File: src/rtl/cfg_seq_pkg.sv
// Shared state encoding and sub-block map defaults for the config bus sequencer.
// Latency: n/a (declarations only).
// Backpressure: n/a.
package cfg_seq_pkg;

   // Lowest address bit of the sub-block select field, and number of populated sub-blocks
   localparam int CFG_SUB_LSB = 13;
   localparam int CFG_NUM_SUB = 4;

   // Sequencer FSM: one access in flight, read adds a wait cycle for the registered mux
   typedef enum logic [1:0] {
      IDLE    = 2'd0,
      ISSUE   = 2'd1,
      RD_WAIT = 2'd2,
      RESP    = 2'd3
   } seq_state_e;

   // Width of a requester index; a single requester still needs a 1-bit field
   function automatic int rr_idx_w(input int n);
      return (n > 1) ? $clog2(n) : 1;
   endfunction

endpackage

File: src/rtl/cfg_rr_arb.sv
// Round-robin pick of one requester; search starts at ptr and wraps around.
// Latency: combinational, zero cycles.
// Backpressure: none here; the parent decides when a grant is consumed and advances ptr.
module cfg_rr_arb
   import cfg_seq_pkg::*;
#(
   parameter int NUM_REQ = 2,
   parameter int IDX_W   = rr_idx_w(NUM_REQ)
) (
   input  logic [NUM_REQ-1:0] req,
   input  logic [IDX_W-1:0]   ptr,
   output logic [NUM_REQ-1:0] gnt,
   output logic [IDX_W-1:0]   gnt_idx,
   output logic               gnt_vld
);

   // Walk the requesters from ptr upward with wrap, take the first one asserted
   always_comb begin
      int               cand;
      logic [IDX_W-1:0] ci;
      gnt     = '0;
      gnt_idx = '0;
      gnt_vld = 1'b0;
      cand    = 0;
      ci      = '0;
      for (int off = 0; off < NUM_REQ; off++) begin
         cand = int'(ptr) + off;
         if (cand >= NUM_REQ) begin
            cand = cand - NUM_REQ;
         end
         ci = IDX_W'(cand);
         if (!gnt_vld && req[ci]) begin
            gnt_vld  = 1'b1;
            gnt[ci]  = 1'b1;
            gnt_idx  = ci;
         end
      end
   end

endmodule

File: src/rtl/cfg_bus_sequencer.sv
// Shares one config register bus between NUM_REQ requesters, one access at a time, round-robin.
// Latency: req_ready to rsp_valid is 2 cycles for a write, 3 for a read (one access per 3/4 cycles).
// Backpressure: requests hold req_valid until the one-cycle req_ready pulse; no grant outside IDLE.
// Optional address range check enabled by defining CFG_SEQ_ADDR_CHK_EN.
module cfg_bus_sequencer
   import cfg_seq_pkg::*;
#(
   parameter int NUM_REQ = 2,
   parameter int ADDR_W  = 64,
   parameter int DATA_W  = 32,
   parameter int SUB_LSB = CFG_SUB_LSB,
   parameter int NUM_SUB = CFG_NUM_SUB
) (
   input  logic                      clk,
   input  logic                      rst_n,
   input  logic [NUM_REQ-1:0]        req_valid,
   input  logic [NUM_REQ-1:0]        req_write,
   input  logic [NUM_REQ*ADDR_W-1:0] req_addr,
   input  logic [NUM_REQ*DATA_W-1:0] req_wdata,
   output logic [NUM_REQ-1:0]        req_ready,
   output logic [NUM_REQ-1:0]        rsp_valid,
   output logic [DATA_W-1:0]         rsp_rdata,
   output logic                      rsp_err,
   output logic                      reg_wr_en,
   output logic [ADDR_W-1:0]         reg_addr,
   output logic [DATA_W-1:0]         reg_wr_data,
   input  logic [DATA_W-1:0]         reg_rd_data
);

   localparam int IDX_W = rr_idx_w(NUM_REQ);
   localparam int SEL_W = ADDR_W - SUB_LSB;

`ifdef CFG_SEQ_ADDR_CHK_EN
   localparam bit ADDR_CHK_EN = 1'b1;
`else
   localparam bit ADDR_CHK_EN = 1'b0;
`endif

   seq_state_e         state;
   seq_state_e         state_nxt;
   logic [IDX_W-1:0]   ptr;
   logic [IDX_W-1:0]   ptr_nxt;

   logic [NUM_REQ-1:0] gnt;
   logic [IDX_W-1:0]   gnt_idx;
   logic               gnt_vld;
   logic               take;

   logic               g_write;
   logic [ADDR_W-1:0]  g_addr;
   logic [DATA_W-1:0]  g_wdata;
   logic [SEL_W-1:0]   g_sel;
   logic               addr_bad;

   // Access latched at grant time; later changes on req_* are ignored until IDLE
   logic [NUM_REQ-1:0] lat_gnt;
   logic               lat_write;
   logic               lat_err;

   cfg_rr_arb #(
      .NUM_REQ (NUM_REQ),
      .IDX_W   (IDX_W)
   ) u_arb (
      .req     (req_valid),
      .ptr     (ptr),
      .gnt     (gnt),
      .gnt_idx (gnt_idx),
      .gnt_vld (gnt_vld)
   );

   // A grant is consumed only in IDLE; held low while reset is asserted
   assign take      = (state == IDLE) && gnt_vld;
   assign req_ready = (take && rst_n) ? gnt : '0;

   // Select the granted requester's command fields
   always_comb begin
      g_write = 1'b0;
      g_addr  = '0;
      g_wdata = '0;
      for (int i = 0; i < NUM_REQ; i++) begin
         if (gnt_idx == IDX_W'(i)) begin
            g_write = req_write[i];
            g_addr  = req_addr[i*ADDR_W +: ADDR_W];
            g_wdata = req_wdata[i*DATA_W +: DATA_W];
         end
      end
   end

   // Sub-block select out of range is an error only when the range check is built in
   assign g_sel    = g_addr[ADDR_W-1:SUB_LSB];
   assign addr_bad = ADDR_CHK_EN && (g_sel >= SEL_W'(NUM_SUB));

   // Pointer moves to the requester after the one just granted, wrapping to 0
   always_comb begin
      if (gnt_idx == IDX_W'(NUM_REQ-1)) begin
         ptr_nxt = '0;
      end else begin
         ptr_nxt = gnt_idx + IDX_W'(1);
      end
   end

   // Next-state: errored or write accesses skip the read wait cycle
   always_comb begin
      state_nxt = state;
      case (state)
         IDLE:    if (gnt_vld) state_nxt = ISSUE;
         ISSUE:   state_nxt = (lat_write || lat_err) ? RESP : RD_WAIT;
         RD_WAIT: state_nxt = RESP;
         RESP:    state_nxt = IDLE;
         default: state_nxt = IDLE;
      endcase
   end

   // FSM state register
   always_ff @(posedge clk or negedge rst_n) begin
      if (!rst_n) begin
         state <= IDLE;
      end else begin
         state <= state_nxt;
      end
   end

   // Latch the granted access and advance the round-robin pointer
   always_ff @(posedge clk or negedge rst_n) begin
      if (!rst_n) begin
         ptr       <= '0;
         lat_gnt   <= '0;
         lat_write <= 1'b0;
         lat_err   <= 1'b0;
      end else if (take) begin
         ptr       <= ptr_nxt;
         lat_gnt   <= gnt;
         lat_write <= g_write;
         lat_err   <= addr_bad;
      end
   end

   // Drive the config bus: address/data registered into ISSUE, strobe for ISSUE only
   always_ff @(posedge clk or negedge rst_n) begin
      if (!rst_n) begin
         reg_wr_en   <= 1'b0;
         reg_addr    <= '0;
         reg_wr_data <= '0;
      end else begin
         reg_wr_en <= 1'b0;
         if (take && !addr_bad) begin
            reg_addr    <= g_addr;
            reg_wr_data <= g_wdata;
            reg_wr_en   <= g_write;
         end
      end
   end

   // Response: one-cycle pulse in RESP, read data captured from the registered mux in RD_WAIT
   always_ff @(posedge clk or negedge rst_n) begin
      if (!rst_n) begin
         rsp_valid <= '0;
         rsp_rdata <= '0;
         rsp_err   <= 1'b0;
      end else begin
         rsp_valid <= '0;
         rsp_err   <= 1'b0;
         case (state)
            ISSUE: begin
               if (lat_err) begin
                  rsp_valid <= lat_gnt;
                  rsp_err   <= 1'b1;
                  rsp_rdata <= '0;
               end else if (lat_write) begin
                  rsp_valid <= lat_gnt;
               end
            end
            RD_WAIT: begin
               rsp_valid <= lat_gnt;
               rsp_rdata <= reg_rd_data;
            end
            default: begin
               rsp_valid <= '0;
            end
         endcase
      end
   end

endmodule

File: config.mk
export PLATFORM = sky130hd
export DESIGN_NAME = cfg_bus_sequencer
export DESIGN_NICKNAME = d
export VERILOG_FILES = /design/src/rtl/cfg_seq_pkg.sv /design/src/rtl/cfg_rr_arb.sv /design/src/rtl/cfg_bus_sequencer.sv
export SDC_FILE = /design/constraint.sdc
export NUM_CORES = 1
export LEC_CHECK = 0
export CORE_ASPECT_RATIO = 0.75
export CORE_MARGIN = 3
export CORE_UTILIZATION = 33
export DETAILED_ROUTE_END_ITERATION = 16
export PLACE_DENSITY = 0.82
export SYNTH_ARGS = -nofsm -noshare
export SYNTH_HDL_FRONTEND = slang
export SYNTH_SLANG_ARGS = --single-unit
File: constraint.sdc
create_clock -name clk -period 1.8 [get_ports clk]
set_clock_uncertainty 0.2 [all_clocks]
set_input_delay 0.18 -clock clk [delete_from_list [all_inputs] [get_ports clk]]
set_output_delay 0.18 -clock clk [all_outputs]
set_load 0.02 [all_outputs]
==> impl_metrics.yaml, run 1 <==
finish:
  layout.nets: 1034
  drive_gt1_share_pct: 13.1
  fin_cells: 1027
  synthToLayoutAreaGrowth_pct: 84.3
  n_antenna_cell: 0
route:
  drt_iter0_markers: 281
  avgRoutedWirePerCell_um: 20.0
  wl_mm: 20.5
  vias_per_cell: 5.04
  ant_nets: 0
  num_vias: 5177
  remaining_drc_errors: 0
  dr.pass1.iters: 5
clock_tree:
  clkTransAtPathRegs_ps: 60
  cts_buffers: 17
  cts_buffer_depth: 2
  htreeDepth: 4
  insertion_delay_ps: 400
  cts_tree: "done"
  cts_root_buffer: "clkbuf_16"
  cts_sinks: 137
timing:
  finalSetupViolations: 117
  slew_headroom_pct: 56.9
  fin_crit_ps: 1880
  max_freq_mhz: 531
  grt_setup_unrepaired: "true"
  finalCritPeriodShare_pct: 105
  setup_tns_ps: -4840
  maxSlewViolCount: 0
  fin_ws_ps: -84.4
  worst_pin_slew_ps: 647
  fin_hold_ws_ps: 173
  hold_viol_final: 0
setup_path:
  end_kind: "flop"
  arrival_ps: 1970
  max_stage_delay_ps: 390
  worst_r2r_path_depth: 8
  worstPathRequired_ps: 1880
  cp_max_fo: 46
  critPathKind: "flop to flop"
  r2r_slack_ps: -80
  slowest_stage: "dfrtp_1"
  cp_cell_sequence: "inv_2 > ha_4 > buf_4 > buf_4 > o21ai_4 > buf_12 > and2_1 > a221o_1"
  worstSetupStartpoint: "state[0]"
  crit_top_cell: "buf_4"
  setup.worst_path.start_class: "flop"
  r2r_start: "state[0]"
  rr_endpoint: "reg_wr_data[1]"
placement:
  gp_congestion: 0.752
  pre_cts_ws_ps: -331
  dpl.hpwl_mm: 14.7
  dp_cells: 991
  portBuffers: 362
logic_synthesis:
  synth_fp_nets: 662
  syn_area_mm2: 0.00575
  synthCells: 427
  synth_seq_cells: 137
  ys_types: 22
  synth_seq_area_share_pct: 59.6
  syn_avg_cell_area_um2: 13.5
  ys_warn_count: 0
power:
  clkPwrFrac_pct: 19.0
  total_power_w: 0.0184
  seq_power_share_pct: 29.2
  pwr-share-comb_pct: 51.8
  p_switching_w: 0.00660
  p_leak_nw: 5.13
  power_density_mw_per_mm2: 1730
  cellInternalPower_w: 0.0118
  ir_drop_mv: 0.818
  p_sw_share_pct: 35.9
floorplanning:
  die_width_um: 158
  dieArea_mm2: 0.0191
  core_mm2: 0.0169
  ios: 364
  start_util_pct: 34.0
  rows: 41
  die_y_um: 120
grt:
  grt_overflow: 0
  grt_pass1_wl_mm: 30.2
  grt_pass1_vias: 5428
  grt_usage_pct: 20.6
  grt_max_degree: 89
  antenna_found_initial: 1
hold_path:
  min-delay-start: "req_addr[101]"
  min_to: "reg_addr[37]"
  hold_depth: 2
  min_path_type: "input pin to flop"
flow_run:
  cap_violations: 0
run_status:
  status: "finished with violations"
  violations: "setup timing"
==> layout by cell type, fill, tap and decap left out, drive strengths merged <==
master         instances
nand2                  2
a21o                   3
o21ai                  1
inv                    5
o31ai                  2
and2                 100
bufinv                 2
nor2                   1
dfrtp                137
a21oi                  2
dlygate4sd2           14
a221o                 97
o211a                  2
dlygate4sd3            1
clkinv                 7
clkinvlp               2
clkbuf                19
dlymetal6s2s          61
nor3b                  1
mux2                  33
clkdlybuf4s50        284
buf                   29
a22o                   1
conb                   1
ha                     5
==> sequential cells by signal, indices dropped and copies added, names as in the netlist <==
register,flops
lat_gnt,2
lat_write,1
ptr,1
reg_addr,64
reg_wr_data,32
reg_wr_en,1
rsp_rdata,32
rsp_valid,2
state,2
==> Yosys cell counts <==
| cell | n | area share (%) |
|---|---|---|
| clkbuf_1 | 12 | 0.78 |
| a21o_1 | 3 | 0.39 |
| a21oi_1 | 1 | 0.087 |
| a22o_1 | 1 | 0.15 |
| buf_4 | 1 | 0.13 |
| a21oi_2 | 1 | 0.15 |
| o21ai_2 | 1 | 0.15 |
| conb_1 | 1 | 0.065 |
| nor2_1 | 1 | 0.065 |
| a221o_1 | 97 | 17 |
| inv_1 | 3 | 0.20 |
| nand2_1 | 2 | 0.13 |
| mux2_2 | 31 | 6.1 |
| o31ai_1 | 2 | 0.26 |
| dfrtp_1 | 137 | 60 |
| nor3b_1 | 1 | 0.13 |
| o211a_1 | 2 | 0.35 |
| buf_2 | 23 | 2.0 |
| and2_0 | 19 | 2.1 |
| ha_1 | 5 | 1.1 |
| and2_1 | 81 | 8.8 |
| mux2_1 | 2 | 0.39 |
==> how the worst max path moves through the flow <==
stage | endpoint | slack, ps | depth (start not counted)
after floorplan | req_ready[0] | -10 | 7
after global placement | reg_addr[55] | -290 | 6
after detailed placement | reg_addr[18] | -330 | 6
after CTS | req_ready[0] | -90 | 6
after global routing | reg_wr_data[22] | -170 | 8
final | reg_wr_data[1] | -80 | 8
==> per-layer routing <==
metal  routed length [um]  vias up  global-route usage [%]
met5                   13        -                       0
met4                  473        2                    6.61
met3                 1740       32                    7.33
met2                 9980      234                    33.3
met1                 8340     2556                    25.7
li1                     -     2353                       -
==> power by group through the flow <==
| stage | sequential (W) | clock (W) | combinational [W] |
|---|---|---|---|
| floorplan | 0.00705 | 0 | 0.00324 |
| global placement | 0.00538 | 0 | 0.00940 |
| detailed placement | 0.00538 | 0 | 0.00960 |
| CTS | 0.00540 | 0.00357 | 0.00964 |
| global route | 0.00554 | 0.00372 | 0.0101 |
| finish | 0.00536 | 0.00348 | 0.00952 |
==> repair_timing <==
action                                  4_1_cts  5_1_grt
endpoints found under the setup margin      113      161
pin swaps                                     5        1
buffers inserted                              2        1
hold buffers                                  1        0
resized for setup                            39       76
endpoints found under the hold margin       137        0
==> cell type report <==
| cell class | count | area [um2] |
|---|---|---|
| well taps | 215 | 269 |
| clock buffers | 19 | 443 |
| multi-input cells | 251 | 2210 |
| clock inverters | 13 | 146 |
| inverters | 3 | 11.3 |
| flip-flops and latches | 137 | 3430 |
| repair buffers | 389 | 4090 |
| fillers | 1303 | 6330 |
==> critical path, delay by kind of cell, from the launching register on <==
kind | cells | cell delay (ps)
buf+inv | 4 | 460
flops | 1 | 390
compound gates | 2 | 340
simple gates | 1 | 180
fa+ha+maj | 1 | 160
==> per-stage QoR <==
step / area (um2) / util, %
finish: 10600 / 62.6
global route: 10600 / 62.6
CTS: 10400 / 61.5
detailed placement: 9780 / 57.8
global placement: 9780 / 57.8
floorplan: 5760 / -
==> cell families (layout without fill, tap and decap cells) <==
family	count (synthesis)	in the layout	synth area share, %
flip-flops	137	137	59.6
AO/OA/AOI/OAI	108	108	18.4
AND/OR/NAND/NOR	104	104	11.2
buffers and inverters	39	424	3.11
multiplexers	33	33	6.46
adder cells (fa/ha/maj)	5	5	1.09
other	1	1	0.0652
No activity file was read; power rests on OpenSTA's default activity.
==> run 2: changes to the inputs <==
--- a/config.mk
+++ b/config.mk
@@ -6,10 +6,11 @@
 export NUM_CORES = 1
 export LEC_CHECK = 0
 export CORE_ASPECT_RATIO = 0.75
-export CORE_MARGIN = 3
+export CORE_MARGIN = 2
 export CORE_UTILIZATION = 33
 export DETAILED_ROUTE_END_ITERATION = 16
-export PLACE_DENSITY = 0.82
+export HOLD_SLACK_MARGIN = 0.1
+export PLACE_DENSITY = 0.88
 export SYNTH_ARGS = -nofsm -noshare
 export SYNTH_HDL_FRONTEND = slang
 export SYNTH_SLANG_ARGS = --single-unit
==> run 2 against run 1 <==
The run still ends with setup timing left. Hold slack improved by 3.6 ps. Non-clock buffer count grew 17. Clock power decreased by 3%. Global-route usage rose by 2.2 points.
==> impl_metrics.yaml, run 2 (synthesized netlist as in run 1, its figures left out) <==
setup_path:
  crit_family: "flip-flops"
  worst-path-buf-inv: 2
  slowest_stage: "dfrtp_1"
  critPathKind: "flop to output port"
  r2r_start: "state[1]"
  arrival_ps: 1480
  end_kind: "output port"
  setup.worst_path.start_class: "flop"
  worstPathRequired_ps: 1420
  cp_max_fo: 3
  cp_cell_sequence: "inv_2 > ha_4 > nand2_4 > a21oi_4 > and2_4 > buf_6"
  max_stage_delay_ps: 400
  worstSetupStartpoint: "state[1]"
grt:
  grt_overflow: 0
  grt_pass1_vias: 5751
  grt_usage_pct: 22.8
  antenna_found_initial: 0
  grt_pass1_wl_mm: 32.3
  grtUsageMet3_pct: 7.44
  grt_max_degree: 138
  busiest_layer: "met2"
  use_met1_pct: 27.2
  use_met2_pct: 39.3
clock_tree:
  insertion_delay_ps: 410
  cts_sinks: 137
  htreeDepth: 4
  cts_buffer_depth: 2
  cts_root_buffer: "clkbuf_16"
  clkTransAtPathRegs_ps: 70
  cts_buffers: 17
  cts_tree: "done"
timing:
  max_freq_mhz: 536
  worst_pin_slew_ps: 838
  finalCritPeriodShare_pct: 104
  fin_crit_ps: 1860
  fin_hold_ws_ps: 177
  hold_viol_final: 0
  fin_ws_ps: -64.6
  finalSetupViolations: 90
  maxSlewViolCount: 0
  slew_headroom_pct: 44.1
  grt_setup_unrepaired: "true"
route:
  drt_iter0_markers: 275
  remaining_drc_errors: 0
  avgRoutedWirePerCell_um: 21.1
  ant_nets: 0
  num_vias: 5374
  vias_per_cell: 5.15
  wl_mm: 22.0
  dr.pass1.iters: 4
finish:
  largest_reg_flops: 64
  n_antenna_cell: 0
  largest-register: "reg_addr"
  final_core_util_pct: 65.0
  largestRegisters: "reg_addr x64, reg_wr_data x32, rsp_rdata x32"
  final_common_cell: "clkdlybuf4s50_1"
  fin_cells: 1044
  layout.nets: 1051
  drive_gt1_share_pct: 15.4
  layout_common_cells: "clkdlybuf4s50_1 (280), dfrtp_1 (137), a221o_1 (97)"
  synthToLayoutAreaGrowth_pct: 91.4
power:
  ir_drop_mv: 0.810
  total_power_w: 0.0191
  p_leak_nw: 5.36
  power_density_mw_per_mm2: 1740
placement:
  dpl.hpwl_mm: 14.2
  gp_congestion: 0.804
  dp_cells: 990
  portBuffers: 362
flow_run:
  cap_violations: 0
floorplanning:
  dieArea_mm2: 0.0185
  ios: 364
  core_mm2: 0.0169
  start_util_pct: 34.0
  die_width_um: 156
  die_y_um: 118
  rows: 41
hold_path:
  min-delay-start: "req_addr[115]"
  min_path_type: "input pin to flop"
run_status:
  status: "finished with violations"
  violations: "setup timing"
run 2: cell count changes in the layout (fill, tap and decap cells not counted), moves of 3 or more:
cell / change
clkdlybuf4s50_1: -4
and2_0: +7
dlygate4sd2_1: -4
clkbuf_16: +4
clkinv_4: -3
inv_6: +4
buf_4: +3
and2_1: -7
buf_16: +8
dlymetal6s2s_1: +8
run 2: what timing repair did:
item	in CTS	in global routing
pin swaps	53	16
setup endpoints to repair	109	201
cloned	6	6
hold buffers	1	0
endpoints found under the hold margin	137	0
setup buffers	6	3
resized for setup	51	85
run 2: metal layers:
layer / wire, um / up-vias
li1: - / 2395
met1: 8930 / 2684
met2: 11100 / 269
met3: 1690 / 26
met4: 366 / 0
met5: 0 / -
run 2: path summary, 6_finish.rpt:
kind                       cells past startpoint  slack (ps)              end
setup / recovery                               6         -60     req_ready[0]
hold / removal                                 2         180     reg_addr[51]
setup reg to reg                               8         -50  reg_wr_data[29]
hold reg to reg                                1         280       lat_gnt[0]
max in group asynchronous                      3         480     reg_addr[55]
min in group asynchronous                      3         230     reg_addr[45]
run 2: metrics by stage:
step | instance area, um2 | setup TNS (ps) | worst slack, ps
after detailed placement | 9760 | -16070 | -265
after global routing | 11000 | -6700 | -150
after CTS | 10600 | -1120 | -82.9
after global placement | 9760 | -13510 | -240
final | 11000 | -1980 | -64.6
after floorplan | 5760 | -10.6 | -10.6
run 2: final cells by class:
cell class                      count  area, um2
Clock buffer                       18        429
Clock inverter                     14        136
Fill cell                        1244       5930
Inverter                            3       11.3
Multi-Input combinational cell    251       2250
Sequential cell                   137       3430
Tap cell                          215        269
Timing Repair Buffer              406       4470
run 2: power by group:
part	leakage [nW]	internal (W)	switching (W)
logic	3.41	0.00557	0.00478
registers	1.68	0.00460	0.000778
clock network	0.274	0.00194	0.00143
